<file path="src/rtl/rics_pkg.sv">
// Shared definitions for the fetch/decode slice: fetch state encoding,
// opcode field placement and default datapath widths.
package rics_pkg;

    localparam int DEF_ADDR_W  = 16;
    localparam int DEF_INSTR_W = 16;

    // Opcode lives in the top three bits of the instruction word.
    localparam int OPC_W   = 3;
    localparam int OPC_MSB = DEF_INSTR_W - 1;
    localparam int OPC_LSB = DEF_INSTR_W - OPC_W;

    typedef enum logic [1:0] {
        FETCH_IDLE = 2'd0,
        FETCH_REQ  = 2'd1,
        FETCH_WAIT = 2'd2,
        FETCH_HOLD = 2'd3
    } fetch_state_e;

endpackage

</file>
<file path="src/rtl/instr_fetch_unit_if.sv">
// Bundles the instruction-memory request bus, the decode handshake and
// the branch redirect into one interface. The fetch unit is the master.
interface instr_fetch_unit_if
    import rics_pkg::*;
#(
    parameter int ADDR_W  = DEF_ADDR_W,
    parameter int INSTR_W = DEF_INSTR_W
);

    logic               inp_enable;
    logic               out_imemReq;
    logic [ADDR_W-1:0]  out_imemAddr;
    logic               inp_imemGnt;
    logic               inp_imemValid;
    logic [INSTR_W-1:0] inp_imemData;
    logic               out_instrValid;
    logic [INSTR_W-1:0] out_instr;
    logic [OPC_W-1:0]   out_opCode;
    logic [ADDR_W-1:0]  out_pc;
    logic               inp_decReady;
    logic               inp_redirect;
    logic [ADDR_W-1:0]  inp_redirectPc;
    logic               out_protoErr;

    modport master (
        input  inp_enable, inp_imemGnt, inp_imemValid, inp_imemData,
               inp_decReady, inp_redirect, inp_redirectPc,
        output out_imemReq, out_imemAddr, out_instrValid, out_instr,
               out_opCode, out_pc, out_protoErr
    );

    modport slave (
        output inp_enable, inp_imemGnt, inp_imemValid, inp_imemData,
               inp_decReady, inp_redirect, inp_redirectPc,
        input  out_imemReq, out_imemAddr, out_instrValid, out_instr,
               out_opCode, out_pc, out_protoErr
    );

endinterface

</file>
<file path="src/rtl/fetch_pc_reg.sv">
// Program counter register: a redirect load wins over everything,
// otherwise the PC advances by one (wrapping) unless held.
module fetch_pc_reg #(
    parameter int                ADDR_W   = 16,
    parameter logic [ADDR_W-1:0] RESET_PC = '0
) (
    input  logic              clk,
    input  logic              rst_n,
    input  logic              load_en,
    input  logic [ADDR_W-1:0] load_pc,
    input  logic              hold,
    output logic [ADDR_W-1:0] pc
);

    logic [ADDR_W-1:0] pc_d;
    logic [ADDR_W-1:0] pc_q;

    // Next PC: redirect target first, then increment, otherwise keep.
    always_comb begin
        pc_d = pc_q;
        if (load_en) begin
            pc_d = load_pc;
        end else if (!hold) begin
            pc_d = pc_q + ADDR_W'(1);
        end
    end

    // PC register, returns to the reset vector on reset.
    always_ff @(posedge clk or negedge rst_n) begin
        if (!rst_n) begin
            pc_q <= RESET_PC;
        end else begin
            pc_q <= pc_d;
        end
    end

    assign pc = pc_q;

endmodule

</file>
<file path="src/rtl/instr_fetch_unit.sv">
// Instruction fetch unit: keeps one request outstanding to instruction
// memory, holds the returned word for decode, and follows branch redirects.
// A redirect that races an outstanding request marks the response for
// discard so the stale word never reaches decode.
module instr_fetch_unit
    import rics_pkg::*;
#(
    parameter int                ADDR_W   = DEF_ADDR_W,
    parameter int                INSTR_W  = DEF_INSTR_W,
    parameter logic [ADDR_W-1:0] RESET_PC = '0
) (
    input  logic               inp_clk,
    input  logic               inp_rst_n,
    instr_fetch_unit_if.master bus
);

    fetch_state_e       state_d, state_q;
    logic               discard_d, discard_q;
    logic [INSTR_W-1:0] instr_d, instr_q;
    logic [ADDR_W-1:0]  held_pc_d, held_pc_q;
    logic               proto_err_d, proto_err_q;
    logic               pc_hold;
    logic [ADDR_W-1:0]  pc;

    fetch_pc_reg #(
        .ADDR_W   (ADDR_W),
        .RESET_PC (RESET_PC)
    ) u_pc (
        .clk     (inp_clk),
        .rst_n   (inp_rst_n),
        .load_en (bus.inp_redirect),
        .load_pc (bus.inp_redirectPc),
        .hold    (pc_hold),
        .pc      (pc)
    );

    // Next-state logic: redirect overrides normal sequencing in every state.
    always_comb begin
        state_d     = state_q;
        discard_d   = discard_q;
        instr_d     = instr_q;
        held_pc_d   = held_pc_q;
        proto_err_d = proto_err_q;
        pc_hold     = 1'b1;

        if (bus.inp_imemValid && (state_q != FETCH_WAIT)) begin
            proto_err_d = 1'b1;
        end

        if (bus.inp_redirect) begin
            case (state_q)
                FETCH_IDLE: state_d = FETCH_IDLE;
                FETCH_REQ: begin
                    if (bus.inp_imemGnt) begin
                        state_d   = FETCH_WAIT;
                        discard_d = 1'b1;
                    end
                end
                FETCH_WAIT: begin
                    if (bus.inp_imemValid) begin
                        state_d   = FETCH_REQ;
                        discard_d = 1'b0;
                    end else begin
                        discard_d = 1'b1;
                    end
                end
                FETCH_HOLD: state_d = FETCH_REQ;
                default:    state_d = FETCH_IDLE;
            endcase
        end else begin
            case (state_q)
                FETCH_IDLE: begin
                    if (bus.inp_enable) begin
                        state_d = FETCH_REQ;
                    end
                end
                FETCH_REQ: begin
                    if (bus.inp_imemGnt) begin
                        state_d = FETCH_WAIT;
                    end
                end
                FETCH_WAIT: begin
                    if (bus.inp_imemValid) begin
                        if (discard_q) begin
                            discard_d = 1'b0;
                            state_d   = FETCH_REQ;
                        end else begin
                            instr_d   = bus.inp_imemData;
                            held_pc_d = pc;
                            pc_hold   = 1'b0;
                            state_d   = FETCH_HOLD;
                        end
                    end
                end
                FETCH_HOLD: begin
                    if (bus.inp_decReady) begin
                        state_d = bus.inp_enable ? FETCH_REQ : FETCH_IDLE;
                    end
                end
                default: state_d = FETCH_IDLE;
            endcase
        end
    end

    // State, held instruction and sticky error registers.
    always_ff @(posedge inp_clk or negedge inp_rst_n) begin
        if (!inp_rst_n) begin
            state_q     <= FETCH_IDLE;
            discard_q   <= 1'b0;
            instr_q     <= '0;
            held_pc_q   <= '0;
            proto_err_q <= 1'b0;
        end else begin
            state_q     <= state_d;
            discard_q   <= discard_d;
            instr_q     <= instr_d;
            held_pc_q   <= held_pc_d;
            proto_err_q <= proto_err_d;
        end
    end

    assign bus.out_imemReq    = (state_q == FETCH_REQ);
    assign bus.out_imemAddr   = pc;
    assign bus.out_instrValid = (state_q == FETCH_HOLD);
    assign bus.out_instr      = instr_q;
    assign bus.out_opCode     = instr_q[INSTR_W-1 -: OPC_W];
    assign bus.out_pc         = held_pc_q;
    assign bus.out_protoErr   = proto_err_q;

endmodule

</file>
<file path="src/flat_wrapper.sv">
// flat-port wrapper written by rule: the top's interface ports become plain ports
module instr_fetch_unit_flat import rics_pkg::*;
#(
    parameter int                ADDR_W   = DEF_ADDR_W,
    parameter int                INSTR_W  = DEF_INSTR_W,
    parameter logic [ADDR_W-1:0] RESET_PC = '0
)
  (inp_clk, inp_rst_n, bus_inp_enable, bus_inp_imemGnt, bus_inp_imemValid, bus_inp_imemData, bus_inp_decReady, bus_inp_redirect, bus_inp_redirectPc, bus_out_imemReq, bus_out_imemAddr, bus_out_instrValid, bus_out_instr, bus_out_opCode, bus_out_pc, bus_out_protoErr);
  instr_fetch_unit_if #(.ADDR_W(ADDR_W), .INSTR_W(INSTR_W)) bus_i ();
  input  logic inp_clk;
  input  logic inp_rst_n;
  input wire logic [$bits(bus_i.inp_enable)-1:0] bus_inp_enable;
  input wire logic [$bits(bus_i.inp_imemGnt)-1:0] bus_inp_imemGnt;
  input wire logic [$bits(bus_i.inp_imemValid)-1:0] bus_inp_imemValid;
  input wire logic [$bits(bus_i.inp_imemData)-1:0] bus_inp_imemData;
  input wire logic [$bits(bus_i.inp_decReady)-1:0] bus_inp_decReady;
  input wire logic [$bits(bus_i.inp_redirect)-1:0] bus_inp_redirect;
  input wire logic [$bits(bus_i.inp_redirectPc)-1:0] bus_inp_redirectPc;
  output wire logic [$bits(bus_i.out_imemReq)-1:0] bus_out_imemReq;
  output wire logic [$bits(bus_i.out_imemAddr)-1:0] bus_out_imemAddr;
  output wire logic [$bits(bus_i.out_instrValid)-1:0] bus_out_instrValid;
  output wire logic [$bits(bus_i.out_instr)-1:0] bus_out_instr;
  output wire logic [$bits(bus_i.out_opCode)-1:0] bus_out_opCode;
  output wire logic [$bits(bus_i.out_pc)-1:0] bus_out_pc;
  output wire logic [$bits(bus_i.out_protoErr)-1:0] bus_out_protoErr;
  assign bus_i.inp_enable = bus_inp_enable;
  assign bus_i.inp_imemGnt = bus_inp_imemGnt;
  assign bus_i.inp_imemValid = bus_inp_imemValid;
  assign bus_i.inp_imemData = bus_inp_imemData;
  assign bus_i.inp_decReady = bus_inp_decReady;
  assign bus_i.inp_redirect = bus_inp_redirect;
  assign bus_i.inp_redirectPc = bus_inp_redirectPc;
  assign bus_out_imemReq = bus_i.out_imemReq;
  assign bus_out_imemAddr = bus_i.out_imemAddr;
  assign bus_out_instrValid = bus_i.out_instrValid;
  assign bus_out_instr = bus_i.out_instr;
  assign bus_out_opCode = bus_i.out_opCode;
  assign bus_out_pc = bus_i.out_pc;
  assign bus_out_protoErr = bus_i.out_protoErr;
  instr_fetch_unit #(.ADDR_W(ADDR_W), .INSTR_W(INSTR_W), .RESET_PC(RESET_PC)) u_core (.inp_clk(inp_clk), .inp_rst_n(inp_rst_n), .bus(bus_i));
endmodule
</file>
<file path="config.mk">
export PLATFORM = sky130hd
export DESIGN_NAME = instr_fetch_unit_flat
export DESIGN_NICKNAME = d
export VERILOG_FILES = /design/src/rtl/rics_pkg.sv /design/src/rtl/instr_fetch_unit_if.sv /design/src/rtl/fetch_pc_reg.sv /design/src/rtl/instr_fetch_unit.sv /design/src/flat_wrapper.sv
export SDC_FILE = /design/constraint.sdc
export NUM_CORES = 1
export LEC_CHECK = 0
export ABC_AREA = 1
export BUFFER_PORTS_ARGS = -buffer_cell sky130_fd_sc_hd__buf_2
export CORE_MARGIN = 4
export CORE_UTILIZATION = 30
export CTS_CLUSTER_SIZE = 20
export DETAILED_ROUTE_END_ITERATION = 12
export HOLD_SLACK_MARGIN = 0.06
export PLACE_DENSITY = 0.51
export SYNTH_ARGS = -nofsm -noshare
export SYNTH_HDL_FRONTEND = slang
export SYNTH_SLANG_ARGS = --single-unit
</file>
<file path="constraint.sdc">
create_clock -name inp_clk -period 1.2 [get_ports inp_clk]
set_input_delay 0.24 -clock inp_clk [delete_from_list [all_inputs] [get_ports inp_clk]]
set_output_delay 0.24 -clock inp_clk [all_outputs]
set_load 0.01 [all_outputs]
</file>
Word-level counts from Yosys, hierarchy flattened --
Index checks and enable logic that the tools add are counted.
Storage, ports and cells: register bits after elaboration 52, bits of input ports 39, output and inout port bits 54, logic and storage cells 48
Operators by class: add/sub/neg operators 1, equal/unequal tests 9, mux-type cells 22, bitwise operators 2, reductions and logical operators 8
Operator list (number):
- $mux W16 | 2
- $add A16 B1 Y16 const B | 1
- $pmux W2 S4 | 2
- $mux W2 | 7
- $mux W1 | 10
- $ne A3 B3 Y1 const B | 3
- $reduce_and A4 Y1 | 2
- $ne A2 B2 Y1 const B | 3
- $reduce_bool A2 Y1 | 3
- $eq A2 B2 Y1 const B | 2
- $reduce_and A3 Y1 | 1
- $eq A2 B1 Y1 const B | 1
- $logic_not A2 Y1 | 1
- $not A1 Y1 | 2
- $pmux W1 S2 | 1
- $logic_and A1 B1 Y1 | 1

Longest topological paths before layout --
Gate-level depths: netlist (run 1).
word-level depth 6, depth in mapped cells 9

Cells and area by module --
A second synthesis (run 1) with hierarchy kept.
Second synthesis, totals: cell total of the unflattened synthesis 347, area total of the unflattened synthesis 2785.2 um2
Modules (own cells, without submodules):
- instr_fetch_unit | times used 1, cells each 184, area an instance 1697.9 um2, seq. area each 900.9 um2
- fetch_pc_reg | times used 1, cells each 163, area an instance 1087.3 um2, seq. area each 400.4 um2

Least setup slack after synthesis (run 1) --
Ideal clock, no wire load.
kind reg2reg, start point register u_core.u_pc.pc_q[1], in the netlist u_core.u_pc.pc[1], end point register u_core.u_pc.pc_q[14], in the netlist u_core.u_pc.pc[14], library setup time 126 ps, arrival 1259 ps, required time 1074 ps, path slack -185 ps, stages on the path, launching flop included 7, period minus slack after synthesis 1385 ps, path through dfrtp_1 ha_1 nand2_1 nor2_1 nand3b_1 o21ai_0 nand3_1
Between the ends: longest elaborated chain between the ends 3
RTL lines:
- from (decl) | RTL line fetch_pc_reg.sv:16 | logic [ADDR_W-1:0] pc_q;
- from (signal assigned) | RTL line fetch_pc_reg.sv:33 | pc_q <= pc_d;
- $add A16 B1 Y16 | RTL line fetch_pc_reg.sv:24 | pc_d = pc_q + ADDR_W'(1);
- $mux W16 | RTL line fetch_pc_reg.sv:23 | end else if (!hold) begin
- $mux W16 | RTL line fetch_pc_reg.sv:21 | if (load_en) begin
No other way between the ends. The select of a mux whose other input is x is not followed. A chain may end at the register's enable or synchronous reset.

Worst setup path after layout (run 1) --
start point register u_core.state_q[0], end point register u_core.u_pc.pc_q[15], in the netlist u_core.u_pc.pc[15]
Between the ends: longest elaborated chain between the ends 4
RTL lines:
- from (decl) | RTL line instr_fetch_unit.sv:17 | fetch_state_e state_d, state_q;
- from (signal assigned) | RTL line instr_fetch_unit.sv:114 | state_q <= state_d;
- $eq A2 B2 Y1 | RTL line instr_fetch_unit.sv:71 | case (state_q)
- $mux W1 | RTL line instr_fetch_unit.sv:71
- $mux W1 | RTL line instr_fetch_unit.sv:50 | if (bus.inp_redirect) begin
- $ne A2 B2 Y1 (no source line)
No other way between the ends.

==> metrics.yaml, run 1 <==
hold_ws_ns: 0.130
start_util: 0.311
die_area_mm2: 0.0101
syn-cell-area_mm2: 0.00258
layoutNonFillerInstCount: 591
rows: 33
syn_area_per_cell_um2: 7.93
crit_fanout: 4
first_pass_iters: 4
p_per_area_mw_per_mm2: 1760
gp_congestion: 0.814
track_usage: 0.159
r2r_slack_ns: -0.19
htree_levels: 2
fillers: 767
worst_pin_slew_ns: 0.337
pwr-share-clk: 0.131
status: "finished with violations"
totalWireLength_um: 8540
wire_per_inst_um: 14.5
rsz0062_at_grt: "yes"
fp.dieH_um: 101
grt_max_degree: 53
drv_slew: 0
skew_ns: 0.00377
cp_data_required_time_ns: 1.44
cts_tree: "built"
grt_pass1_vias: 2779
drive_gt1_frac: 0.560
fmax_mhz: 719
ir_drop_mv: 0.660
fin_crit_ns: 1.39
yosysUniqueCellTypes: 31
hold_violations: 0
p_leak_nw: 2.34
hold_end: "u_core.bus.out_instr[6]"
area_growth_pct: 74.2
async_flop_share: 1.00
netSwitchingPower_mw: 3.11
min_path_type: "in2reg"
comb_power_share: 0.513
grt_pass1_wl_um: 13100
ys_ff_latch: 52
slew_headroom: 0.775
final_common_cell: "nand2_1"
post-route-drc-count: 0
tns_ns: -6.14
p_sw_frac: 0.392
gr-total-overflow: 0
antenna_found_initial: 0
cts_made_buffers: 5
seq_power_share: 0.356
critPathCaptureType: "flop"
final_antenna_net_count: 0
hold_path_depth: 3
final_cell_mix: "nand2_1, buf_2, dfrtp_1"
synthCells: 325
synth_edf_count: 0
drv_cap: 0
syn_nets: 365
cts.clk_slew.worst_paths_ns: 0.10
core_area_mm2: 0.00830
ios: 93
timing.rr.start: "u_core.state_q[0]"
dp.cells: 555
violations: "setup timing"
setup_ws_ns: -0.191
clockBufferDepth: 2
start_kind: "flop"
path_class: "reg2reg"
num_vias: 2779
p_int_mw: 4.82
reg2reg_depth: 8
dpl.hpwl_um: 5440
ys.flop_type: "dfrtp_1"
fin_util: 0.541
n_antenna_cell: 0
drt_iter0_drc: 96
synth_warnings: 0
cts_sinks: 52
vias_per_cell: 4.70
hp-start: "bus_inp_imemData[6]"
reg2reg_to: "u_core.u_pc.pc[15]"
cts_root_buffer: "clkbuf_8"
nNetsFinal: 525
seq_area_frac_synth: 0.505
min_period_over_period: 1.16
die_w_um: 101
io_buffers: 92
clk_latency_ns: 0.30
critPathArrivalTime_ns: 1.64
finalSetupViolCount: 55
==> critical path, cell delays in order (launching register included) <==
cell and delay (ns):
dfrtp_2 0.44, buf_12 0.13, nor2_4 0.11, nand2_4 0.08, nor2_8 0.13, buf_12 0.14
buf_4 0.11, nand4_1 0.08, nand3b_1 0.10
==> final cells by class <==
type	count	area, µm²	share of cell area
clock buffer	5	68.8	0.0153
clock inverter	3	22.5	0.00501
inverter	26	103	0.0228
multi-input combinational	236	1500	0.335
sequential	52	1310	0.291
tap	105	131	0.0292
timing repair buffer	164	1360	0.302
==> stage by stage <==
stage | total power [mW] | instance area, µm² | worst slack [ns]
finish | 7.92 | 4490 | -0.191
global placement | 5.58 | 3480 | -0.218
global route | 8.46 | 4490 | -0.271
detailed placement | 5.62 | 3480 | -0.257
floorplan | 4.24 | 2600 | -0.128
CTS | 7.43 | 4100 | -0.188
==> synth_stat cells (2+ instances only) <==
library cell,n,area [µm²]
clkbuf_1,2,7.51
o21a_1,2,15.0
a21oi_1,3,15.0
buf_6,3,33.8
inv_1,24,90.1
nor2_2,3,18.8
buf_4,6,45.0
o21ai_1,3,15.0
nor2_1,25,93.8
nand3b_1,2,15.0
o21ai_0,16,80.1
nand2_4,2,22.5
nand4_1,3,18.8
nand3_1,20,100
xor2_1,2,17.5
nor3_1,2,10.0
a31oi_1,2,12.5
nand2_1,133,499
o211ai_1,5,37.5
buf_2,2,10.0
inv_2,2,7.51
nor2_4,2,22.5
dfrtp_1,52,1300
a21boi_0,2,15.0
==> registers in the layout, summed over array words and instances, names as in the netlist <==
name                     cells
u_core.bus.out_protoErr      1
u_core.discard_q             1
u_core.state_q               2
u_core.u_pc.pc              16
u_core.bus.out_instr        16
u_core.bus.out_pc           16
==> kinds of logic (layout without fill, tap and decap cells) <==
| group | count (synthesis) | in the layout | share of synthesized area |
|---|---|---|---|
| AND/OR/NAND/NOR | 194 | 197 | 0.321 |
| flip-flops | 52 | 52 | 0.505 |
| buffers and inverters | 40 | 198 | 0.0810 |
| AO/OA/AOI/OAI | 36 | 36 | 0.0820 |
| XOR/XNOR | 2 | 2 | 0.00679 |
| adder cells (fa/ha/maj) | 1 | 1 | 0.00485 |
==> power groups by stage <==
stage	combinational, mW	clock (mW)	sequential [mW]
floorplan	1.16	0	3.08
global placement	2.82	0	2.77
detailed placement	2.84	0	2.78
CTS	3.55	1.10	2.78
global route	4.42	1.15	2.90
finish	4.07	1.04	2.82
==> per-layer routing <==
metal | global-route usage | vias up | part of all wire
met2 | 0.268 | 85 | 0.49
met4 | 0.0290 | 0 | 0.0054
met1 | 0.212 | 1332 | 0.44
li1 | - | 1356 | -
met3 | 0.0346 | 6 | 0.070
met5 | 0 | - | 0
==> repair_timing <==
action                                  4_1_cts  5_1_grt
hold endpoints to repair                     52        0
hold buffers                                  1        0
setup buffers                                17        4
pin swaps                                    15       33
endpoints found under the setup margin       65       64
gates resized for setup                      83       81
gates cloned                                  4        4
==> worst max-delay path by stage <==
stage / startpoint / cells after the start / to
after CTS: u_core.state_q[0] / 4 / bus_out_imemReq
final: u_core.state_q[0] / 8 / u_core.u_pc.pc[15]
after floorplan: u_core.u_pc.pc[1] / 6 / u_core.u_pc.pc[14]
after global routing: u_core.state_q[0] / 8 / u_core.u_pc.pc[15]
after detailed placement: bus_inp_redirect / 7 / u_core.bus.out_pc[11]
after global placement: bus_inp_redirect / 7 / u_core.bus.out_instr[2]
No activity file was read; power rests on OpenSTA's default activity.
==> run 2: changes to the inputs <==
--- a/config.mk
+++ b/config.mk
@@ -13,6 +13,7 @@
 export DETAILED_ROUTE_END_ITERATION = 12
 export HOLD_SLACK_MARGIN = 0.06
 export PLACE_DENSITY = 0.51
+export RECOVER_POWER = 50
 export SYNTH_ARGS = -nofsm -noshare
 export SYNTH_HDL_FRONTEND = slang
 export SYNTH_SLANG_ARGS = --single-unit
==> run 2 against run 1 <==
The flow still finishes with violations (setup timing). Sequential power about the same. Clock skew did not move. Core utilization down 0.12 points. Die area unchanged. Critical path depth is the same. Via count unchanged. Hold slack did not move. Final cell count did not move. Setup slack unchanged. Routed wire length barely moved.
==> metrics.yaml, run 2 (synthesis gave the netlist of run 1 again) <==
die_area_mm2: 0.0101  # unchanged
min_period_over_period: 1.16  # unchanged
io_buffers: 92  # unchanged
crit_fanout: 4  # unchanged
dpl_worst_slack_ns: -0.257  # unchanged
totalWireLength_um: 8540  # about the same
antenna_found_initial: 0  # unchanged
fp.dieH_um: 101  # unchanged
rows: 33  # unchanged
grt_pass1_wl_um: 13100  # unchanged
drv_slew: 0  # unchanged
die_w_um: 101  # unchanged
clk_latency_ns: 0.30  # about the same
r2r_slack_ns: -0.19  # about the same
final_common_cell: "nand2_1"  # unchanged
min_path_type: "in2reg"  # unchanged
reg2reg_depth: 8  # unchanged
grt_max_degree: 53  # unchanged
ios: 93  # unchanged
clockBufferDepth: 2  # unchanged
worst_pin_slew_ns: 0.500  # was 0.337 ns
reg2reg_to: "u_core.u_pc.pc[15]"  # unchanged
final_antenna_net_count: 0  # unchanged
layoutNonFillerInstCount: 591  # unchanged
n_antenna_cell: 0  # unchanged
place_area_mm2: 0.00348  # unchanged
tns_ns: -6.14  # about the same
dp.cells: 555  # unchanged
power_mw: 7.92  # about the same
nNetsFinal: 525  # unchanged
setup_ws_ns: -0.191  # unchanged
drv_cap: 0  # unchanged
cts_root_buffer: "clkbuf_8"  # unchanged
timing.rr.start: "u_core.state_q[0]"  # unchanged
area_growth_pct: 73.8  # was 74.2%
slowest_stage: "dfrtp_2"  # unchanged
post-route-drc-count: 0  # unchanged
drt_iter0_drc: 96  # unchanged
cts_sinks: 52  # unchanged
ir_drop_mv: 0.660  # about the same
p_per_area_mw_per_mm2: 1770  # was 1760 mW/mm²
dpl.hpwl_um: 5440  # unchanged
cpPeakStageDelay_ns: 0.44  # about the same
core_area_mm2: 0.00830  # unchanged
drive_gt1_frac: 0.558  # was 0.560
finalSetupViolCount: 55  # unchanged
hp-start: "bus_inp_imemData[6]"  # unchanged
path_class: "reg2reg"  # unchanged
hold_ws_ns: 0.130  # unchanged
fin_crit_ns: 1.39  # unchanged
htree_levels: 2  # unchanged
grt_pass1_vias: 2779  # unchanged
fmax_mhz: 719  # unchanged
crit_chain: "buf_12, nor2_4, nand2_4, nor2_8, buf_12, buf_4, nand4_1, nand3b_1"  # unchanged
critPathCaptureType: "flop"  # unchanged
cpMostUsedCell: "buf_12"  # unchanged
p_leak_nw: 2.33  # was 2.34 nW
fin_util: 0.540  # was 0.541
skew_ns: 0.00377  # unchanged
track_usage: 0.159  # unchanged
cts.clk_slew.worst_paths_ns: 0.10  # about the same
final_cell_mix: "nand2_1, buf_2, dfrtp_1"  # unchanged
hold_violations: 0  # unchanged
cp_num_buf_inv: 3  # unchanged
cts_made_buffers: 5  # unchanged
rsz0062_at_grt: "yes"  # unchanged
critPathArrivalTime_ns: 1.64  # about the same
num_vias: 2779  # unchanged
cp_data_required_time_ns: 1.44  # about the same
start_util: 0.311  # unchanged
gr-total-overflow: 0  # unchanged
gp_congestion: 0.814  # unchanged
hold_path_depth: 3  # unchanged
final_area_mm2: 0.00448  # was 0.00449 mm²
first_pass_iters: 4  # unchanged
cts_tree: "built"  # unchanged
vias_per_cell: 4.70  # unchanged
violations: "setup timing"  # unchanged
fillers: 767  # unchanged
cp-startpoint: "u_core.state_q[0]"  # unchanged
start_kind: "flop"  # unchanged
wire_per_inst_um: 14.5  # about the same
slew_headroom: 0.666  # was 0.775
cpLargestDelayFamily: "simple AND/OR/NAND/NOR gates"  # unchanged
hold_end: "u_core.bus.out_instr[6]"  # unchanged
status: "finished with violations"  # unchanged
## run 2: worst max path at each step
| stage | to | slack [ns] | cells past startpoint |
|---|---|---|---|
| after global placement | u_core.bus.out_instr[2] | -0.22 | 7 |
| after CTS | bus_out_imemReq | -0.19 | 4 |
| after global routing | u_core.u_pc.pc[15] | -0.27 | 8 |
| after detailed placement | u_core.bus.out_pc[11] | -0.26 | 7 |
| final | u_core.u_pc.pc[15] | -0.19 | 8 |
| after floorplan | u_core.u_pc.pc[14] | -0.13 | 6 |
## run 2: what timing repair did
item                                    CTS  global route
pin swaps                                15            33
hold buffers                              1             0
gates cloned                              4             4
resized for setup                        83            81
buffers inserted                         17             4
endpoints found under the setup margin   65            64
hold endpoints to repair                 52             0
## run 2: area by class of cell
cell class | instances | area (µm²) | area share
timing repair buffer | 164 | 1350 | 0.301
clock inverter | 3 | 22.5 | 0.00503
multi-input combinational | 236 | 1500 | 0.336
tap | 105 | 131 | 0.0293
sequential | 52 | 1310 | 0.291
clock buffer | 5 | 68.8 | 0.0154
inverter | 26 | 103 | 0.0229
## run 2: layer usage
layer / global-route usage / vias up / wire [µm]
li1: - / 1356 / -
met1: 0.212 / 1332 / 3750
met5: 0 / - / 0
met3: 0.0346 / 6 / 599
met4: 0.0290 / 0 / 46
met2: 0.268 / 85 / 4140
## run 2: worst min-delay path: stages
cell and delay [ns]:
buf_2 0.08, nand2_2 0.04, nand2_1 0.04
## run 2: power breakdown
group / leakage [nW] / internal (mW) / switching [mW]
Clock: 0.0485 / 0.420 / 0.620
Combinational: 1.65 / 2.01 / 2.05
Sequential: 0.639 / 2.38 / 0.439
Total: 2.33 / 4.81 / 3.11
